$ cat src/rtl/dut_stim_pkg.sv
// Shared types and frame-geometry helpers for the DSP test-DUT byte-stream driver.
package dut_stim_pkg;

    typedef enum logic [1:0] {
        RECV   = 2'd0,
        STROBE = 2'd1,
        WAIT   = 2'd2,
        SEND   = 2'd3
    } state_t;

    localparam int CTRL_SIGNED = 0;
    localparam int CTRL_ADDSUB = 1;
    localparam int CTRL_CIN    = 2;
    localparam int CTRL_LOADC  = 3;
    localparam int CTRL_CEOUT  = 4;
    localparam int CTRL_RSTOUT = 5;
    localparam int CTRL_BITS   = 6;

    function automatic int byte_count(input int width);
        return (width + 7) / 8;
    endfunction

    function automatic int rx_frame_len(input int a_w, input int c_w);
        return 1 + 2 * byte_count(a_w) + byte_count(c_w);
    endfunction

endpackage

$ cat src/rtl/dut_stim_capture.sv
// Receives a stimulus frame, drives the DSP DUT operands, strobes it once,
// captures z after a fixed latency and returns it as a byte frame.
//
// state  | meaning
// RECV   | accepting stimulus bytes into the shadow registers
// STROBE | one-cycle DUT qualifier, latency counter loaded
// WAIT   | counting down to the z sample point
// SEND   | returning the captured z, LSB byte first
module dut_stim_capture
    import dut_stim_pkg::*;
#(
    parameter int A_W     = 18,
    parameter int C_W     = 54,
    parameter int Z_W     = 54,
    parameter int LATENCY = 1
) (
    input  logic           clk,
    input  logic           rst,
    input  logic [7:0]     rx_data,
    input  logic           rx_valid,
    output logic           rx_ready,
    output logic [7:0]     tx_data,
    output logic           tx_valid,
    input  logic           tx_ready,
    output logic [A_W-1:0] a,
    output logic [A_W-1:0] b,
    output logic [C_W-1:0] c,
    output logic           is_signed,
    output logic           addsub,
    output logic           cin,
    output logic           loadc,
    output logic           ceout,
    output logic           rstout,
    output logic           strobe,
    input  logic [Z_W-1:0] z,
    output logic           busy
);

    localparam int AB       = byte_count(A_W);
    localparam int CB       = byte_count(C_W);
    localparam int ZB       = byte_count(Z_W);
    localparam int RXB      = rx_frame_len(A_W, C_W);
    localparam int RX_CNT_W = $clog2(RXB);
    localparam int TX_CNT_W = $clog2(ZB);

    localparam logic [RX_CNT_W-1:0] B_FIRST = RX_CNT_W'(1 + AB);
    localparam logic [RX_CNT_W-1:0] C_FIRST = RX_CNT_W'(1 + 2 * AB);
    localparam logic [RX_CNT_W-1:0] RX_LAST = RX_CNT_W'(RXB - 1);
    localparam logic [TX_CNT_W-1:0] TX_LAST = TX_CNT_W'(ZB - 1);
    localparam logic [3:0]          WAIT_LOAD = 4'(LATENCY);

    state_t                state;
    logic [RX_CNT_W-1:0]   rx_cnt;
    logic [TX_CNT_W-1:0]   tx_cnt;
    logic [3:0]            wait_cnt;
    logic [CTRL_BITS-1:0]  ctrl_sh;
    logic [8*AB-1:0]       a_sh;
    logic [8*AB-1:0]       b_sh;
    logic [8*CB-1:0]       c_sh;
    logic [8*CB-1:0]       c_full;
    logic [8*ZB-1:0]       z_ext;
    logic [8*ZB-1:0]       cap;
    logic                  unused_pad;

    // The last frame byte is the top byte of c, so it bypasses the shadow
    // to let every DUT-facing output load on the same edge.
    assign c_full  = {rx_data, c_sh[8*CB-1:8]};
    assign tx_data = cap[7:0];

    // Pad bits above the field widths are deliberately discarded.
    assign unused_pad = ^{c_full, c_sh[7:0]};

    always_comb begin
        z_ext          = '0;
        z_ext[Z_W-1:0] = z;
    end

    always_ff @(posedge clk or posedge rst) begin
        if (rst) begin
            state     <= RECV;
            rx_cnt    <= '0;
            tx_cnt    <= '0;
            wait_cnt  <= '0;
            ctrl_sh   <= '0;
            a_sh      <= '0;
            b_sh      <= '0;
            c_sh      <= '0;
            cap       <= '0;
            a         <= '0;
            b         <= '0;
            c         <= '0;
            is_signed <= 1'b0;
            addsub    <= 1'b0;
            cin       <= 1'b0;
            loadc     <= 1'b0;
            ceout     <= 1'b0;
            rstout    <= 1'b0;
            strobe    <= 1'b0;
            tx_valid  <= 1'b0;
            rx_ready  <= 1'b1;
            busy      <= 1'b0;
        end else begin
            case (state)
                RECV: begin
                    if (rx_valid) begin
                        if (rx_cnt == '0)
                            ctrl_sh <= rx_data[CTRL_BITS-1:0];
                        else if (rx_cnt < B_FIRST)
                            a_sh <= {rx_data, a_sh[8*AB-1:8]};
                        else if (rx_cnt < C_FIRST)
                            b_sh <= {rx_data, b_sh[8*AB-1:8]};
                        else
                            c_sh <= {rx_data, c_sh[8*CB-1:8]};

                        if (rx_cnt == RX_LAST) begin
                            rx_cnt    <= '0;
                            a         <= a_sh[A_W-1:0];
                            b         <= b_sh[A_W-1:0];
                            c         <= c_full[C_W-1:0];
                            is_signed <= ctrl_sh[CTRL_SIGNED];
                            addsub    <= ctrl_sh[CTRL_ADDSUB];
                            cin       <= ctrl_sh[CTRL_CIN];
                            loadc     <= ctrl_sh[CTRL_LOADC];
                            ceout     <= ctrl_sh[CTRL_CEOUT];
                            rstout    <= ctrl_sh[CTRL_RSTOUT];
                            strobe    <= 1'b1;
                            rx_ready  <= 1'b0;
                            busy      <= 1'b1;
                            state     <= STROBE;
                        end else begin
                            rx_cnt <= rx_cnt + 1'b1;
                        end
                    end
                end
                STROBE: begin
                    strobe   <= 1'b0;
                    wait_cnt <= WAIT_LOAD;
                    state    <= WAIT;
                end
                WAIT: begin
                    if (wait_cnt == 4'd1) begin
                        cap      <= z_ext;
                        wait_cnt <= '0;
                        tx_valid <= 1'b1;
                        state    <= SEND;
                    end else begin
                        wait_cnt <= wait_cnt - 4'd1;
                    end
                end
                SEND: begin
                    if (tx_ready) begin
                        cap <= {8'h00, cap[8*ZB-1:8]};
                        if (tx_cnt == TX_LAST) begin
                            tx_cnt   <= '0;
                            tx_valid <= 1'b0;
                            rx_ready <= 1'b1;
                            busy     <= 1'b0;
                            state    <= RECV;
                        end else begin
                            tx_cnt <= tx_cnt + 1'b1;
                        end
                    end
                end
                default: state <= RECV;
            endcase
        end
    end

endmodule

$ cat config.mk
export PLATFORM = sky130hd
export DESIGN_NAME = dut_stim_capture
export DESIGN_NICKNAME = d
export VERILOG_FILES = /design/src/rtl/dut_stim_pkg.sv /design/src/rtl/dut_stim_capture.sv
export SDC_FILE = /design/constraint.sdc
export NUM_CORES = 1
export LEC_CHECK = 0
export ABC_AREA = 1
export CELL_PAD_IN_SITES_DETAIL_PLACEMENT = 1
export CELL_PAD_IN_SITES_GLOBAL_PLACEMENT = 1
export CORE_AREA = 2 2 197 141
export CTS_CLUSTER_SIZE = 28
export DETAILED_ROUTE_END_ITERATION = 16
export DIE_AREA = 0 0 199 143
export PLACE_DENSITY = 0.81
export SLEW_MARGIN = 5
export SYNTH_ARGS = -nofsm -noshare
export SYNTH_HDL_FRONTEND = slang
export SYNTH_SLANG_ARGS = --single-unit
$ cat constraint.sdc
create_clock -name clk -period 10.9 [get_ports clk]
set_input_delay 2.18 -clock clk [delete_from_list [all_inputs] [get_ports clk]]
set_output_delay 2.18 -clock clk [all_outputs]
set_load 0.005 [all_outputs]
Word-level counts from Yosys, hierarchy flattened

Index checks and enable logic that the tools add are counted.

Add/sub/neg operators: 3
Magnitude comparators: 2
Equal/unequal tests: 11
Mux-type cells: 26
Bitwise operators: 3
Reductions and logical operators: 18

Operator list:

| operator              | count |
|---|---|
| $mux W56              | 2 |
| $pmux W56 S2          | 1 |
| $reduce_and A5 Y1     | 4 |
| $reduce_and A3 Y1     | 4 |
| $mux W2               | 5 |
| $ne A2 B2 Y1 const B  | 5 |
| $mux W1               | 9 |
| $lt A4 B3 Y1 const B  | 2 |
| $mux W4               | 2 |
| $pmux W1 S2           | 4 |
| $pmux W2 S4           | 1 |
| $pmux W4 S2           | 1 |
| $reduce_and A4 Y1     | 2 |
| $reduce_bool A2 Y1    | 4 |
| $add A4 B1 Y4 const B | 1 |
| $eq A2 B2 Y1 const B  | 2 |
| $eq A4 B1 Y1 const B  | 1 |
| $eq A4 B4 Y1 const B  | 1 |
| $logic_not A4 Y1      | 1 |
| $reduce_and A2 Y1     | 2 |
| $sub A4 B1 Y4 const B | 1 |
| $add A3 B1 Y3 const B | 1 |
| $eq A3 B3 Y1 const B  | 1 |
| $mux W3               | 1 |
| 3 further kinds       | 5 |

Register bits: 279
Logic and storage cells: 85

Longest topological paths before layout

Gate-level depths: netlist of run 1.

Word-level depth: 4
Mapped depth: 10
Depth with buffers taken out: 10

Worst setup path after synthesis of run 1

OpenSTA, ideal clock, no wires.

Path kind: in2reg
Start: input port rx_valid
End: register a_sh[22]
Library setup time: 126 ps
Arrival: 2927 ps
Data required time: 10774 ps
Path slack: 7847 ps
Stages: 6
Buffers on the path: 2
Path through: nand2_2 inv_2 o211ai_1 buf_2 buf_2 o21ai_0

Cells in the longest elaborated chain, start to end: 1

RTL lines:

| element                            | RTL line                | source |
|---|---|---|
| start: declaration                 | dut_stim_capture.sv:20  | `input logic rx_valid,` |
| $reduce_and A4 Y1 (no source line) | -                       |  |
| end signal: assignment             | dut_stim_capture.sv:109 | `a_sh <= {rx_data, a_sh[8*AB-1:8]};` |
| end: declaration                   | dut_stim_capture.sv:57  | `logic [8*AB-1:0] a_sh;` |

No other way between the ends.
A chain may end at the register's enable or synchronous reset.

Worst setup path after layout of run 1

Start: input port rx_valid
End: register c[36]

Cells in the longest elaborated chain, start to end: 1

RTL lines:

| element                            | RTL line                | source |
|---|---|---|
| $reduce_and A3 Y1 (no source line) | -                       |  |
| end signal: assignment             | dut_stim_capture.sv:119 | `c <= c_full[C_W-1:0];` |
| end: declaration                   | dut_stim_capture.sv:27  | `output logic [C_W-1:0] c,` |

No other way between the ends.

==> flow_summary.html, run 1 <==
<table>
<tr><th>Metric</th><th>Value</th></tr>
<tr><th colspan="2">Floorplanning</th></tr>
<tr><td>CORE AREA</td><td>26,460 um2</td></tr>
<tr><td>Die ar.</td><td>28,460 um2</td></tr>
<tr><td>IO Pins</td><td>174</td></tr>
<tr><td>Row cnt</td><td>50</td></tr>
<tr><td>Die Width</td><td>199 um</td></tr>
<tr><td>Initial Util</td><td>40.43%</td></tr>
<tr><td>Floorplan die height</td><td>143 um</td></tr>
<tr><th colspan="2">Setup path</th></tr>
<tr><td>Crit Reg-Reg Startpoint</td><td>state[1]$_DFFE_PP0P_</td></tr>
<tr><td>Crit path launch type</td><td>primary input</td></tr>
<tr><td>Start-to-end type of the worst setup path</td><td>in2reg</td></tr>
<tr><td>Critical path endpoint category</td><td>flip-flop</td></tr>
<tr><td>Depth of the worst register-to-register path</td><td>8</td></tr>
<tr><td>Slowest CP cell</td><td>sky130_fd_sc_hd__nor2_4</td></tr>
<tr><td>Cells traversed along the worst timing path</td><td>clkdlybuf4s50_1, nand2_2, nor2_4, inv_4, buf_4, nand2_1, o21ai_1</td></tr>
<tr><td>Required time at the worst-slack endpoint</td><td>11.27 ns</td></tr>
<tr><td>Worst path max stage delay</td><td>0.60 ns</td></tr>
<tr><td>Arrival time at the worst endpoint</td><td>4.75 ns</td></tr>
<tr><td>Reg-to-reg critical path endpoint</td><td>cap[7]$_DFFE_PP0P_</td></tr>
<tr><td>Worst Path Max Fanout</td><td>97</td></tr>
<tr><td>Flop2flop setup slack</td><td>7.78 ns</td></tr>
<tr><th colspan="2">Routing</th></tr>
<tr><td>Detailed-route wire length per cell</td><td>16.96 um</td></tr>
<tr><td>Drt initial violations</td><td>617</td></tr>
<tr><td>Vias per cell</td><td>4.885</td></tr>
<tr><td>Final WL</td><td>27.73 mm</td></tr>
<tr><td>DRT antenna net count</td><td>0</td></tr>
<tr><td>Detailed-route DRC error count</td><td>0</td></tr>
<tr><td>Vias after detailed routing</td><td>7,987</td></tr>
<tr><td>Detailed Routing Iterations Pass 1</td><td>5</td></tr>
<tr><th colspan="2">Logic synthesis</th></tr>
<tr><td>Post-synthesis area per instance</td><td>9.664 um2</td></tr>
<tr><td>Combinational family with the most area after synthesis</td><td>simple AND/OR/NAND/NOR gates</td></tr>
<tr><td>Share of synthesized area spent on multiplexers</td><td>4.304%</td></tr>
<tr><td>Part of the Yosys area used for sequential elements</td><td>62.94%</td></tr>
<tr><td>Most common flop cell mapped by yosys</td><td>sky130_fd_sc_hd__dfrtp_1</td></tr>
<tr><td>Number of enable flip-flop cells after synthesis</td><td>0</td></tr>
<tr><td>Synth Area in XOR/XNOR</td><td>0.08187%</td></tr>
<tr><td>Simple-gate portion of the synthesized area</td><td>13.84%</td></tr>
<tr><td>Synth unique cells</td><td>29</td></tr>
<tr><td>Proportion of register bits with asynchronous set or reset after synthesis</td><td>100.0%</td></tr>
<tr><td>Post-synthesis cell area</td><td>10,700 um2</td></tr>
<tr><td>Syn nets</td><td>1,181</td></tr>
<tr><td>Synth Area in Compound Gates</td><td>11.13%</td></tr>
<tr><td>Number of storage elements in the synthesis netlist</td><td>269</td></tr>
<tr><td>Synth Warn #</td><td>0</td></tr>
<tr><td>Number of standard cells after synthesis</td><td>1,107</td></tr>
<tr><td>Fraction of the mapped netlist area in adder cells</td><td>0.9357%</td></tr>
<tr><th colspan="2">Power</th></tr>
<tr><td>Net switching power figure</td><td>1.430 mW</td></tr>
<tr><td>Int Power</td><td>2.641 mW</td></tr>
<tr><td>Clock network fraction of total power</td><td>23.0%</td></tr>
<tr><td>Sequential group share of total power</td><td>42.9%</td></tr>
<tr><td>Worst supply voltage drop on vdd</td><td>0.1504 mV</td></tr>
<tr><td>Leakage dissipation</td><td>6.299 nW</td></tr>
<tr><td>Pwr/cell area</td><td>301.0 nW/um2</td></tr>
<tr><td>Sw frac</td><td>35.12%</td></tr>
<tr><td>Part of the power in combinational logic</td><td>34.1%</td></tr>
<tr><th colspan="2">Outcome</th></tr>
<tr><td>Run status</td><td>completed</td></tr>
<tr><th colspan="2">STA</th></tr>
<tr><td>Clock period minus worst slack</td><td>4.381 ns</td></tr>
<tr><td>Setup total negative slack</td><td>0 ns</td></tr>
<tr><td>Hold slack</td><td>0.4752 ns</td></tr>
<tr><td>Worst clock skew</td><td>0.01417 ns</td></tr>
<tr><td>Least-Margin Pin Slew</td><td>0.9742 ns</td></tr>
<tr><td>Count of final setup violators</td><td>0</td></tr>
<tr><td>Pins over their slew limit</td><td>0</td></tr>
<tr><td>Setup repair after global routing missed its margin</td><td>false</td></tr>
<tr><td>Maximum operating frequency</td><td>228.3 MHz</td></tr>
<tr><td>Worst slew margin</td><td>35.05%</td></tr>
<tr><td>Final critical-path share of the clock period</td><td>40.19%</td></tr>
<tr><td>Final hold violation count</td><td>0</td></tr>
<tr><th colspan="2">Final layout</th></tr>
<tr><td>Most frequent cells in the layout</td><td>sky130_fd_sc_hd__nand2_1 (319), sky130_fd_sc_hd__dfrtp_1 (268), sky130_fd_sc_hd__clkdlybuf4s50_1 (173)</td></tr>
<tr><td>Total inserted antenna cells</td><td>0</td></tr>
<tr><td>Area added between synthesis and finish</td><td>26.42%</td></tr>
<tr><td>Core utilization of the finished layout</td><td>51.11%</td></tr>
<tr><td>Final standard cell area without fillers</td><td>13,520 um2</td></tr>
<tr><td>Share of layout cells above drive strength 1</td><td>5.350%</td></tr>
<tr><td>Fill cell instance count of the final layout</td><td>2,941</td></tr>
<tr><td>Number of nets at the end of the flow</td><td>1,324</td></tr>
<tr><td>Leading cell type in the layout, fill and taps excluded</td><td>sky130_fd_sc_hd__nand2_1</td></tr>
<tr><th colspan="2">Placement</th></tr>
<tr><td>Post-DP HPWL</td><td>18.54 mm</td></tr>
<tr><td>Post-detailed-placement cell area</td><td>12,620 um2</td></tr>
<tr><td>IO Port Bufs</td><td>173</td></tr>
<tr><td>Final weighted congestion of routability-driven global placement</td><td>0.7867</td></tr>
<tr><th colspan="2">Global route</th></tr>
<tr><td>Vias in the first global route</td><td>8,757</td></tr>
<tr><td>Wire length of the first global-routing pass</td><td>45.58 mm</td></tr>
<tr><td>Remaining global-route overflow</td><td>0</td></tr>
<tr><td>Antenna violations before repair</td><td>0</td></tr>
<tr><td>Maximum number of pins on one net before global-route repair</td><td>126</td></tr>
<tr><td>Gr usage total</td><td>20.11%</td></tr>
<tr><th colspan="2">Clocking</th></tr>
<tr><td>Num CTS Buffers</td><td>27</td></tr>
<tr><td>Sink count of the clock tree</td><td>269</td></tr>
<tr><td>Cell at the root of the clock tree</td><td>sky130_fd_sc_hd__clkbuf_16</td></tr>
<tr><td>Maximum level of the CTS H-tree</td><td>1</td></tr>
<tr><td>Post-CTS repair timing setup buffer count</td><td>0</td></tr>
<tr><td>Clock latency on the worst-skew pair</td><td>0.53 ns</td></tr>
<tr><td>Clock tree from TritonCTS</td><td>done</td></tr>
<tr><td>Hold-fix buffer count after cts</td><td>0</td></tr>
<tr><td>Reg clk slew, reported paths</td><td>0.06 ns</td></tr>
<tr><td>Clock Tree Buf Depth</td><td>3</td></tr>
<tr><td># resized after CTS</td><td>0</td></tr>
<tr><th colspan="2">Hold path</th></tr>
<tr><td>Worst hold path startpoint</td><td>a[4]$_DFFE_PP0P_</td></tr>
<tr><td>Hold Path Class</td><td>reg2reg</td></tr>
<tr><td>Hold path depth</td><td>2</td></tr>
<tr><td>Endpoint, Worst Hold</td><td>a[4]$_DFFE_PP0P_</td></tr>
<tr><th colspan="2">Flow run</th></tr>
<tr><td>Max-capacitance violation count</td><td>0</td></tr>
</table>
==> per-layer routing <==
layer	share of wire, %	global-route usage [%]	wire length, um	up-vias
met2	48	33.55	13200	137
li1	-	-	-	3832
met4	1.7	4.438	458	0
met5	0	0	0	-
met1	46	27.73	12790	3982
met3	4.6	3.354	1284	36
==> cell type report <==
type                    count  area, um2  area share [%]
inverters                 102      392.9           2.905
flip-flops and latches    269       6733           49.78
well taps                 364      455.4           3.368
multi-input cells         670       3256           24.07
repair buffers            180       1784           13.19
clock inverters            11      112.6          0.8326
clock buffers              39      790.8           5.847
==> worst max-delay path, delay by kind of cell <==
kind	cells	cell delay [ns]
AO/OA/AOI/OAI	1	0.09
AND/OR/NAND/NOR	3	0.89
buffers and inverters	3	1.49
==> Yosys cell counts, types with 2 or more instances <==
library cell | count | share of area (%)
sky130_fd_sc_hd__ha_1 | 8 | 0.94
sky130_fd_sc_hd__clkbuf_1 | 18 | 0.63
sky130_fd_sc_hd__nor2_1 | 28 | 0.98
sky130_fd_sc_hd__nand2_2 | 2 | 0.12
sky130_fd_sc_hd__nand2_1 | 321 | 11
sky130_fd_sc_hd__o21ai_0 | 134 | 6.3
sky130_fd_sc_hd__mux2i_1 | 46 | 4.3
sky130_fd_sc_hd__a21oi_1 | 18 | 0.84
sky130_fd_sc_hd__nand4_1 | 5 | 0.29
sky130_fd_sc_hd__buf_4 | 12 | 0.84
sky130_fd_sc_hd__inv_2 | 5 | 0.18
sky130_fd_sc_hd__o21ai_1 | 80 | 3.7
sky130_fd_sc_hd__inv_1 | 97 | 3.4
sky130_fd_sc_hd__buf_2 | 33 | 1.5
sky130_fd_sc_hd__nand3_1 | 18 | 0.84
sky130_fd_sc_hd__buf_1 | 2 | 0.070
sky130_fd_sc_hd__dfrtp_1 | 268 | 63
==> registers in the layout, indices dropped and copies added (netlist names) <==
register / count
rx_cnt: 4
addsub: 1
strobe: 1
tx_cnt: 3
wait_cnt: 4
busy: 1
c: 54
state: 2
a: 18
rstout: 1
tx_valid: 1
b: 18
ctrl_sh: 6
loadc: 1
cin: 1
rx_ready: 1
a_sh: 24
c_sh: 48
cap: 54
b_sh: 24
ceout: 1
is_signed: 1
==> stage by stage <==
| stage | setup WS [ns] | std cells | total power [mW] |
|---|---|---|---|
| 6_report | 6.519 | 1635 | 4.070 |
| 5_1_grt | 6.333 | 1635 | 4.385 |
| 4_1_cts | 6.524 | 1635 | 4.125 |
| 3_5_place_dp | 6.002 | 1585 | 3.149 |
| 3_3_place_gp | 6.155 | 1585 | 3.047 |
| 2_1_floorplan | 1.311 | 1107 | 2.484 |
==> power by group through the flow <==
stage / registers (mW) / logic, mW / clock network [mW]
after floorplan: 1.68 / 0.806 / 0
after global placement: 1.74 / 1.31 / 0
after detailed placement: 1.76 / 1.39 / 0
after CTS: 1.75 / 1.42 / 0.958
after global routing: 1.80 / 1.58 / 0.998
final: 1.74 / 1.39 / 0.937
==> worst max-delay path by stage <==
stage                  start                end  depth (start not counted)
floorplan                rst   a[0]$_DFFE_PP0P_                          1
global placement    rx_valid  c[45]$_DFFE_PP0P_                          7
detailed placement  rx_valid  c[20]$_DFFE_PP0P_                          7
CTS                 rx_valid  c[20]$_DFFE_PP0P_                          7
global route        rx_valid  c[21]$_DFFE_PP0P_                          7
finish              rx_valid  c[36]$_DFFE_PP0P_                          7
==> kinds of logic after synthesis <==
family,count (synthesis)
flip-flops,269
multiplexers,46
adder cells (fa/ha/maj),8
XOR/XNOR,1
buffers and inverters,168
AO/OA/AOI/OAI,236
AND/OR/NAND/NOR,379
No activity file was read; power rests on OpenSTA's default activity.
==> run 2: changes to the inputs <==
--- a/config.mk
+++ b/config.mk
@@ -8,11 +8,11 @@
 export ABC_AREA = 1
 export CELL_PAD_IN_SITES_DETAIL_PLACEMENT = 1
 export CELL_PAD_IN_SITES_GLOBAL_PLACEMENT = 1
-export CORE_AREA = 2 2 197 141
+export CORE_AREA = 2 2 207 148
 export CTS_CLUSTER_SIZE = 28
 export DETAILED_ROUTE_END_ITERATION = 16
-export DIE_AREA = 0 0 199 143
-export PLACE_DENSITY = 0.81
+export DIE_AREA = 0 0 209 150
+export PLACE_DENSITY = 0.77
 export SLEW_MARGIN = 5
 export SYNTH_ARGS = -nofsm -noshare
 export SYNTH_HDL_FRONTEND = slang
==> constraint.sdc (replaced) <==
create_clock -name clk -period 3.5 [get_ports clk]
set_input_delay 0.7 -clock clk [delete_from_list [all_inputs] [get_ports clk]]
set_output_delay 0.7 -clock clk [all_outputs]
set_load 0.005 [all_outputs]
==> run 2 against run 1 <==
Effect of this change:
- sequential share of layout area fell by 0.52 points
- register-to-register slack lost 6.7 ns
- setup slack got worse by 5.4 ns
==> flow_summary.html, run 2 (synthesis results as in run 1) <==
<table>
<tr><th>Metric</th><th>Value</th></tr>
<tr><th colspan="2">Placement</th></tr>
<tr><td>Cell total after placement</td><td>1,617</td></tr>
<tr><td>Post-DP HPWL</td><td>18.87 mm</td></tr>
<tr><td>Worst slack at placement</td><td>0.8046 ns</td></tr>
<tr><td>Final weighted congestion of routability-driven global placement</td><td>0.7606</td></tr>
<tr><td>IO Port Bufs</td><td>173</td></tr>
<tr><th colspan="2">STA</th></tr>
<tr><td>Pins over their slew limit</td><td>0</td></tr>
<tr><td>Fin worst setup slack</td><td>1.125 ns</td></tr>
<tr><td>Clock period minus worst slack</td><td>2.375 ns</td></tr>
<tr><td>Maximum operating frequency</td><td>421.0 MHz</td></tr>
<tr><td>Hold slack</td><td>0.4745 ns</td></tr>
<tr><td>Least-Margin Pin Slew</td><td>0.8749 ns</td></tr>
<tr><td>Setup repair after global routing missed its margin</td><td>false</td></tr>
<tr><td>Final hold violation count</td><td>0</td></tr>
<tr><td>Worst clock skew</td><td>0.02415 ns</td></tr>
<tr><td>Worst slew margin</td><td>41.67%</td></tr>
<tr><td>Count of final setup violators</td><td>0</td></tr>
<tr><td>Final critical-path share of the clock period</td><td>67.87%</td></tr>
<tr><th colspan="2">Final layout</th></tr>
<tr><td>Core utilization of the finished layout</td><td>46.32%</td></tr>
<tr><td>Regs by FF count</td><td>c x54, cap x54, c_sh x48</td></tr>
<tr><td>Number of nets at the end of the flow</td><td>1,335</td></tr>
<tr><td>Footprint of the flip-flops and latches</td><td>6733 um2</td></tr>
<tr><td>Most frequent cells in the layout</td><td>sky130_fd_sc_hd__nand2_1 (319), sky130_fd_sc_hd__dfrtp_1 (268), sky130_fd_sc_hd__clkdlybuf4s50_1 (173)</td></tr>
<tr><td>Total area of multi-input combinational cells</td><td>3256 um2</td></tr>
<tr><td>Total inserted antenna cells</td><td>0</td></tr>
<tr><td>Share of layout cells above drive strength 1</td><td>5.933%</td></tr>
<tr><td>Fill cell instance count of the final layout</td><td>3,293</td></tr>
<tr><td>Non-filler instance count after layout</td><td>1,666</td></tr>
<tr><td>Leading cell type in the layout, fill and taps excluded</td><td>sky130_fd_sc_hd__nand2_1</td></tr>
<tr><td>Area added between synthesis and finish</td><td>27.77%</td></tr>
<tr><th colspan="2">Clocking</th></tr>
<tr><td>Num CTS Buffers</td><td>27</td></tr>
<tr><td>Clock tree from TritonCTS</td><td>done</td></tr>
<tr><td>Sink count of the clock tree</td><td>269</td></tr>
<tr><td># resized after CTS</td><td>0</td></tr>
<tr><td>Clock latency on the worst-skew pair</td><td>0.54 ns</td></tr>
<tr><td>Cell at the root of the clock tree</td><td>sky130_fd_sc_hd__clkbuf_16</td></tr>
<tr><td>Hold-fix buffer count after cts</td><td>0</td></tr>
<tr><td>Reg clk slew, reported paths</td><td>0.06 ns</td></tr>
<tr><td>Clock Tree Buf Depth</td><td>3</td></tr>
<tr><td>Maximum level of the CTS H-tree</td><td>1</td></tr>
<tr><td>Post-CTS repair timing setup buffer count</td><td>0</td></tr>
<tr><th colspan="2">Hold path</th></tr>
<tr><td>Hold Path Class</td><td>reg2reg</td></tr>
<tr><td>Hold path depth</td><td>2</td></tr>
<tr><th colspan="2">Global route</th></tr>
<tr><td>Gr usage total</td><td>18.05%</td></tr>
<tr><td>Antenna violations before repair</td><td>2</td></tr>
<tr><td>Remaining global-route overflow</td><td>0</td></tr>
<tr><td>Wire length of the first global-routing pass</td><td>45.19 mm</td></tr>
<tr><td>Maximum number of pins on one net before global-route repair</td><td>101</td></tr>
<tr><td>Vias in the first global route</td><td>8,457</td></tr>
<tr><th colspan="2">Setup path</th></tr>
<tr><td>Depth of the worst register-to-register path</td><td>9</td></tr>
<tr><td>Start-to-end type of the worst setup path</td><td>reg2reg</td></tr>
<tr><td>Crit path launch type</td><td>flip-flop</td></tr>
<tr><td>Cells traversed along the worst timing path</td><td>inv_1, ha_1, inv_1, nand2_1, o21ai_1, buf_4, nand2_2, buf_4, o21ai_0</td></tr>
<tr><td>Critical path endpoint category</td><td>flip-flop</td></tr>
<tr><td>Required time at the worst-slack endpoint</td><td>3.86 ns</td></tr>
<tr><td>Slowest CP cell</td><td>sky130_fd_sc_hd__buf_4</td></tr>
<tr><td>Arrival time at the worst endpoint</td><td>2.73 ns</td></tr>
<tr><td>Worst Path Max Fanout</td><td>100</td></tr>
<tr><td>Worst path max stage delay</td><td>0.67 ns</td></tr>
<tr><th colspan="2">Floorplanning</th></tr>
<tr><td>Initial Util</td><td>36.25%</td></tr>
<tr><td>Floorplan die height</td><td>150 um</td></tr>
<tr><td>Die Width</td><td>209 um</td></tr>
<tr><td>Die ar.</td><td>31,350 um2</td></tr>
<tr><td>Row cnt</td><td>53</td></tr>
<tr><td>CORE AREA</td><td>29,510 um2</td></tr>
<tr><td>IO Pins</td><td>174</td></tr>
<tr><th colspan="2">Flow run</th></tr>
<tr><td>Max-capacitance violation count</td><td>0</td></tr>
<tr><th colspan="2">Power</th></tr>
<tr><td>Sw frac</td><td>34.48%</td></tr>
<tr><td>Int Power</td><td>8.247 mW</td></tr>
<tr><td>Part of the power in combinational logic</td><td>34.4%</td></tr>
<tr><td>Net switching power figure</td><td>4.340 mW</td></tr>
<tr><td>Pwr/cell area</td><td>920.9 nW/um2</td></tr>
<tr><td>Leakage dissipation</td><td>6.359 nW</td></tr>
<tr><td>Clock network fraction of total power</td><td>23.0%</td></tr>
<tr><td>Worst supply voltage drop on vdd</td><td>0.4510 mV</td></tr>
<tr><td>Sequential group share of total power</td><td>42.6%</td></tr>
<tr><th colspan="2">Outcome</th></tr>
<tr><td>Run status</td><td>completed</td></tr>
<tr><th colspan="2">Routing</th></tr>
<tr><td>Detailed Routing Iterations Pass 1</td><td>4</td></tr>
<tr><td>Final WL</td><td>27.52 mm</td></tr>
<tr><td>Detailed-route wire length per cell</td><td>16.52 um</td></tr>
<tr><td>Vias after detailed routing</td><td>7,863</td></tr>
<tr><td>Drt initial violations</td><td>490</td></tr>
<tr><td>DRT antenna net count</td><td>0</td></tr>
<tr><td>Detailed-route DRC error count</td><td>0</td></tr>
<tr><td>Vias per cell</td><td>4.720</td></tr>
</table>
run 2: changes by cell type in the layout (fill, tap and decap cells not counted), sizes merged:
| cell | before | now |
|---|---|---|
| bufinv | 2 | 1 |
| clkbuf | 39 | 44 |
| clkinvlp | 0 | 1 |
| inv | 103 | 101 |
| clkinv | 8 | 4 |
| buf | 7 | 18 |
run 2: path summary, 6_finish.rpt:
kind                                      start                   to  slack [ns]
hold / removal              cap[50]$_DFFE_PP0P_  cap[50]$_DFFE_PP0P_        0.47
setup / recovery           state[0]$_DFFE_PP0P_  cap[11]$_DFFE_PP0P_        1.12
min in group asynchronous                   rst     b[8]$_DFFE_PP0P_        0.58
setup reg to reg           state[0]$_DFFE_PP0P_  cap[11]$_DFFE_PP0P_        1.12
max in group asynchronous                   rst  cap[11]$_DFFE_PP0P_        2.01
hold reg to reg             cap[50]$_DFFE_PP0P_  cap[50]$_DFFE_PP0P_        0.47
run 2: stage by stage:
| stage | TNS [ns] | total power, mW | instance area, um2 |
|---|---|---|---|
| 4_1_cts | 0 | 12.78 | 13670 |
| 2_1_floorplan | -201.71 | 7.738 | 10700 |
| 5_1_grt | 0 | 13.66 | 13670 |
| 3_3_place_gp | 0 | 9.516 | 12780 |
| 6_report | 0 | 12.59 | 13670 |
| 3_5_place_dp | 0 | 9.798 | 12780 |
run 2: power by group through the flow:
stage | registers [mW] | clock network, mW | logic (mW)
final | 5.37 | 2.90 | 4.32
after floorplan | 5.23 | 0 | 2.51
after CTS | 5.39 | 2.98 | 4.41
after detailed placement | 5.42 | 0 | 4.38
after global routing | 5.56 | 3.13 | 4.96
after global placement | 5.36 | 0 | 4.16
run 2: layout make-up:
cell class | count | area share (%)
flip-flops and latches | 269 | 49.26
multi-input cells | 670 | 23.82
repair buffers | 191 | 14.02
clock buffers | 44 | 6.142
well taps | 385 | 3.524
inverters | 102 | 2.865
clock inverters | 5 | 0.3662
run 2: per-layer routing:
metal / routed length, um / track usage, % / vias to the layer above / share of wire, %
met3: 1073 / 3.337 / 33 / 3.9
met4: 405 / 3.286 / 0 / 1.5
met2: 12790 / 29.75 / 121 / 46
met5: 0 / 0 / - / 0
met1: 13250 / 25.23 / 3868 / 48
li1: - / - / 3841 / -
run 2: critical path: cells and delay by family, from the launching register on:
family / cells / cell delay (ns)
buf+inv: 4 / 1.09
flops: 1 / 0.43
fa+ha+maj: 1 / 0.22
simple gates: 2 / 0.15
compound gates: 2 / 0.26
==> run 3: changes to the inputs <==
--- a/config.mk
+++ b/config.mk
@@ -8,11 +8,11 @@
 export ABC_AREA = 1
 export CELL_PAD_IN_SITES_DETAIL_PLACEMENT = 1
 export CELL_PAD_IN_SITES_GLOBAL_PLACEMENT = 1
-export CORE_AREA = 2 2 207 148
+export CORE_AREA = 2 2 197 141
 export CTS_CLUSTER_SIZE = 28
 export DETAILED_ROUTE_END_ITERATION = 16
-export DIE_AREA = 0 0 209 150
-export PLACE_DENSITY = 0.77
+export DIE_AREA = 0 0 199 143
+export PLACE_DENSITY = 0.81
 export SLEW_MARGIN = 5
 export SYNTH_ARGS = -nofsm -noshare
 export SYNTH_HDL_FRONTEND = slang
==> constraint.sdc (replaced) <==
create_clock -name clk -period 2.5 [get_ports clk]
set_input_delay 0.5 -clock clk [delete_from_list [all_inputs] [get_ports clk]]
set_output_delay 0.5 -clock clk [all_outputs]
set_load 0.005 [all_outputs]
==> run 3 against run 2 <==
Effect of this change:
- via count shrank 0.11%
- critical path depth shrank 8
- clock power is 35% higher
- count of clock-buffer cells in the layout did not move
- setup slack got worse by 0.71 ns
- largest power group unchanged
- highest routed layer unchanged
==> flow_summary.html, run 3 (synthesis results as in run 1) <==
<table>
<tr><th>Metric</th><th>Value</th></tr>
<tr><th colspan="2">Global route</th></tr>
<tr><td>Antenna violations before repair</td><td>0</td></tr>
<tr><td>Wire length of the first global-routing pass</td><td>44.39 mm</td></tr>
<tr><td>Maximum number of pins on one net before global-route repair</td><td>97</td></tr>
<tr><td>Vias in the first global route</td><td>8,470</td></tr>
<tr><td>Remaining global-route overflow</td><td>0</td></tr>
<tr><td>Gr usage total</td><td>19.68%</td></tr>
<tr><th colspan="2">Setup path</th></tr>
<tr><td>Cells traversed along the worst timing path</td><td>clkdlybuf4s50_1</td></tr>
<tr><td>Critical path endpoint category</td><td>output port</td></tr>
<tr><td>Arrival time at the worst endpoint</td><td>1.58 ns</td></tr>
<tr><td>Crit path launch type</td><td>flip-flop</td></tr>
<tr><td>CP bufs+invs</td><td>1</td></tr>
<tr><td>Slowest CP cell</td><td>sky130_fd_sc_hd__dfstp_2</td></tr>
<tr><td>Required time at the worst-slack endpoint</td><td>2.00 ns</td></tr>
<tr><td>Worst Path Max Fanout</td><td>2</td></tr>
<tr><td>Worst path max stage delay</td><td>0.53 ns</td></tr>
<tr><td>Cell family with most CP delay</td><td>flip-flops</td></tr>
<tr><td>Start-to-end type of the worst setup path</td><td>reg2out</td></tr>
<tr><th colspan="2">Final layout</th></tr>
<tr><td>Area added between synthesis and finish</td><td>27.39%</td></tr>
<tr><td>Regs by FF count</td><td>c x54, cap x54, c_sh x48</td></tr>
<tr><td>Non-filler instance count after layout</td><td>1,641</td></tr>
<tr><td>Share of layout cells above drive strength 1</td><td>5.560%</td></tr>
<tr><td>Final standard cell area without fillers</td><td>13,630 um2</td></tr>
<tr><td>Leading cell type in the layout, fill and taps excluded</td><td>sky130_fd_sc_hd__nand2_1</td></tr>
<tr><td>Core utilization of the finished layout</td><td>51.50%</td></tr>
<tr><td>Number of nets at the end of the flow</td><td>1,333</td></tr>
<tr><td>Total inserted antenna cells</td><td>0</td></tr>
<tr><td>Most frequent cells in the layout</td><td>sky130_fd_sc_hd__nand2_1 (319), sky130_fd_sc_hd__dfrtp_1 (268), sky130_fd_sc_hd__clkdlybuf4s50_1 (173)</td></tr>
<tr><th colspan="2">Placement</th></tr>
<tr><td>IO Port Bufs</td><td>173</td></tr>
<tr><td>Cell total after placement</td><td>1,594</td></tr>
<tr><td>Post-DP HPWL</td><td>18.33 mm</td></tr>
<tr><td>Post-detailed-placement cell area</td><td>12,780 um2</td></tr>
<tr><td>Final weighted congestion of routability-driven global placement</td><td>0.7962</td></tr>
<tr><th colspan="2">Routing</th></tr>
<tr><td>Detailed-route DRC error count</td><td>0</td></tr>
<tr><td>Vias after detailed routing</td><td>7,854</td></tr>
<tr><td>Detailed-route wire length per cell</td><td>16.56 um</td></tr>
<tr><td>Final WL</td><td>27.17 mm</td></tr>
<tr><td>DRT antenna net count</td><td>0</td></tr>
<tr><td>Vias per cell</td><td>4.786</td></tr>
<tr><td>Drt initial violations</td><td>542</td></tr>
<tr><td>Detailed Routing Iterations Pass 1</td><td>4</td></tr>
<tr><th colspan="2">Floorplanning</th></tr>
<tr><td>Floorplan die height</td><td>143 um</td></tr>
<tr><td>Die Width</td><td>199 um</td></tr>
<tr><td>Row cnt</td><td>50</td></tr>
<tr><td>Initial Util</td><td>40.43%</td></tr>
<tr><td>CORE AREA</td><td>26,460 um2</td></tr>
<tr><td>Die ar.</td><td>28,460 um2</td></tr>
<tr><td>IO Pins</td><td>174</td></tr>
<tr><th colspan="2">STA</th></tr>
<tr><td>Pins over their slew limit</td><td>0</td></tr>
<tr><td>Final critical-path share of the clock period</td><td>83.38%</td></tr>
<tr><td>Worst slew margin</td><td>43.61%</td></tr>
<tr><td>Least-Margin Pin Slew</td><td>0.8459 ns</td></tr>
<tr><td>Worst clock skew</td><td>0.01722 ns</td></tr>
<tr><td>Clock period minus worst slack</td><td>2.085 ns</td></tr>
<tr><td>Maximum operating frequency</td><td>479.7 MHz</td></tr>
<tr><td>Setup total negative slack</td><td>0 ns</td></tr>
<tr><td>Setup repair after global routing missed its margin</td><td>false</td></tr>
<tr><td>Count of final setup violators</td><td>0</td></tr>
<tr><td>Hold slack</td><td>0.4702 ns</td></tr>
<tr><td>Final hold violation count</td><td>0</td></tr>
<tr><th colspan="2">Clocking</th></tr>
<tr><td># resized after CTS</td><td>0</td></tr>
<tr><td>Clock tree from TritonCTS</td><td>done</td></tr>
<tr><td>Reg clk slew, reported paths</td><td>0.06 ns</td></tr>
<tr><td>Clock Tree Buf Depth</td><td>3</td></tr>
<tr><td>Cell at the root of the clock tree</td><td>sky130_fd_sc_hd__clkbuf_16</td></tr>
<tr><td>Hold-fix buffer count after cts</td><td>0</td></tr>
<tr><td>Maximum level of the CTS H-tree</td><td>1</td></tr>
<tr><td>Sink count of the clock tree</td><td>269</td></tr>
<tr><td>Post-CTS repair timing setup buffer count</td><td>0</td></tr>
<tr><td>Num CTS Buffers</td><td>27</td></tr>
<tr><td>Clock latency on the worst-skew pair</td><td>0.53 ns</td></tr>
<tr><th colspan="2">Power</th></tr>
<tr><td>Worst supply voltage drop on vdd</td><td>0.5789 mV</td></tr>
<tr><td>Leakage dissipation</td><td>6.344 nW</td></tr>
<tr><td>Pwr/cell area</td><td>1289 nW/um2</td></tr>
<tr><th colspan="2">Outcome</th></tr>
<tr><td>Run status</td><td>completed</td></tr>
<tr><th colspan="2">Flow run</th></tr>
<tr><td>Max-capacitance violation count</td><td>0</td></tr>
<tr><th colspan="2">Hold path</th></tr>
<tr><td>Hold Path Class</td><td>reg2reg</td></tr>
</table>
-- run 3: changes by cell type in the layout (fill, tap and decap cells not counted) --
cell,delta
sky130_fd_sc_hd__buf_4,-6
sky130_fd_sc_hd__buf_12,+4
sky130_fd_sc_hd__clkinv_2,-2
sky130_fd_sc_hd__bufinv_16,-1
sky130_fd_sc_hd__clkbuf_1,+1
sky130_fd_sc_hd__clkbuf_8,-1
sky130_fd_sc_hd__inv_4,+1
sky130_fd_sc_hd__nor2_2,+1
sky130_fd_sc_hd__nor2_4,-1
-- run 3: path summary, 6_finish.rpt --
| kind | start | end | slack, ns | cells past startpoint |
|---|---|---|---|---|
| min reg2reg | a[3]$_DFFE_PP0P_ | a[3]$_DFFE_PP0P_ | 0.47 | 2 |
| min in group asynchronous | rst | c_sh[53]$_DFFE_PP0P_ | 0.53 | 3 |
| max reg2reg | state[1]$_DFFE_PP0P_ | cap[15]$_DFFE_PP0P_ | 0.43 | 4 |
| max in group asynchronous | rst | ctrl_sh[3]$_DFFE_PP0P_ | 1.50 | 3 |
| max | rx_ready$_DFFE_PP1P_ | rx_ready | 0.42 | 1 |
| min | a[3]$_DFFE_PP0P_ | a[3]$_DFFE_PP0P_ | 0.47 | 2 |
-- run 3: layout make-up --
class,count,area [um2]
inverter,102,389.1
clock buffer,44,829.5
tap,364,455.4
timing repair buffer,189,1952
multi-input combinational,670,3251
clock inverter,3,18.77
sequential,269,6733
fill,2984,12830
-- run 3: metrics by stage --
step	worst slack [ns]	total power, mW
after floorplan	-1.553	10.83
after global placement	0.4384	13.35
after detailed placement	0.3510	13.75
after CTS	0.3788	17.82
after global routing	0.2283	18.98
final	0.4155	17.56
-- run 3: where the power goes --
part | switching [mW] | leakage (nW) | internal [mW] | total, mW
clock | 1.67 | 0.419 | 2.25 | 3.92
combinational | 3.25 | 2.50 | 2.86 | 6.10
sequential | 1.18 | 3.43 | 6.36 | 7.54
total | 6.10 | 6.34 | 11.5 | 17.6
-- run 3: layer usage --
layer	share of wire (%)	GRT usage, %
met1	48	27.17
met2	47	33.07
met5	0	0
met4	1.5	3.928
met3	3.9	3.188
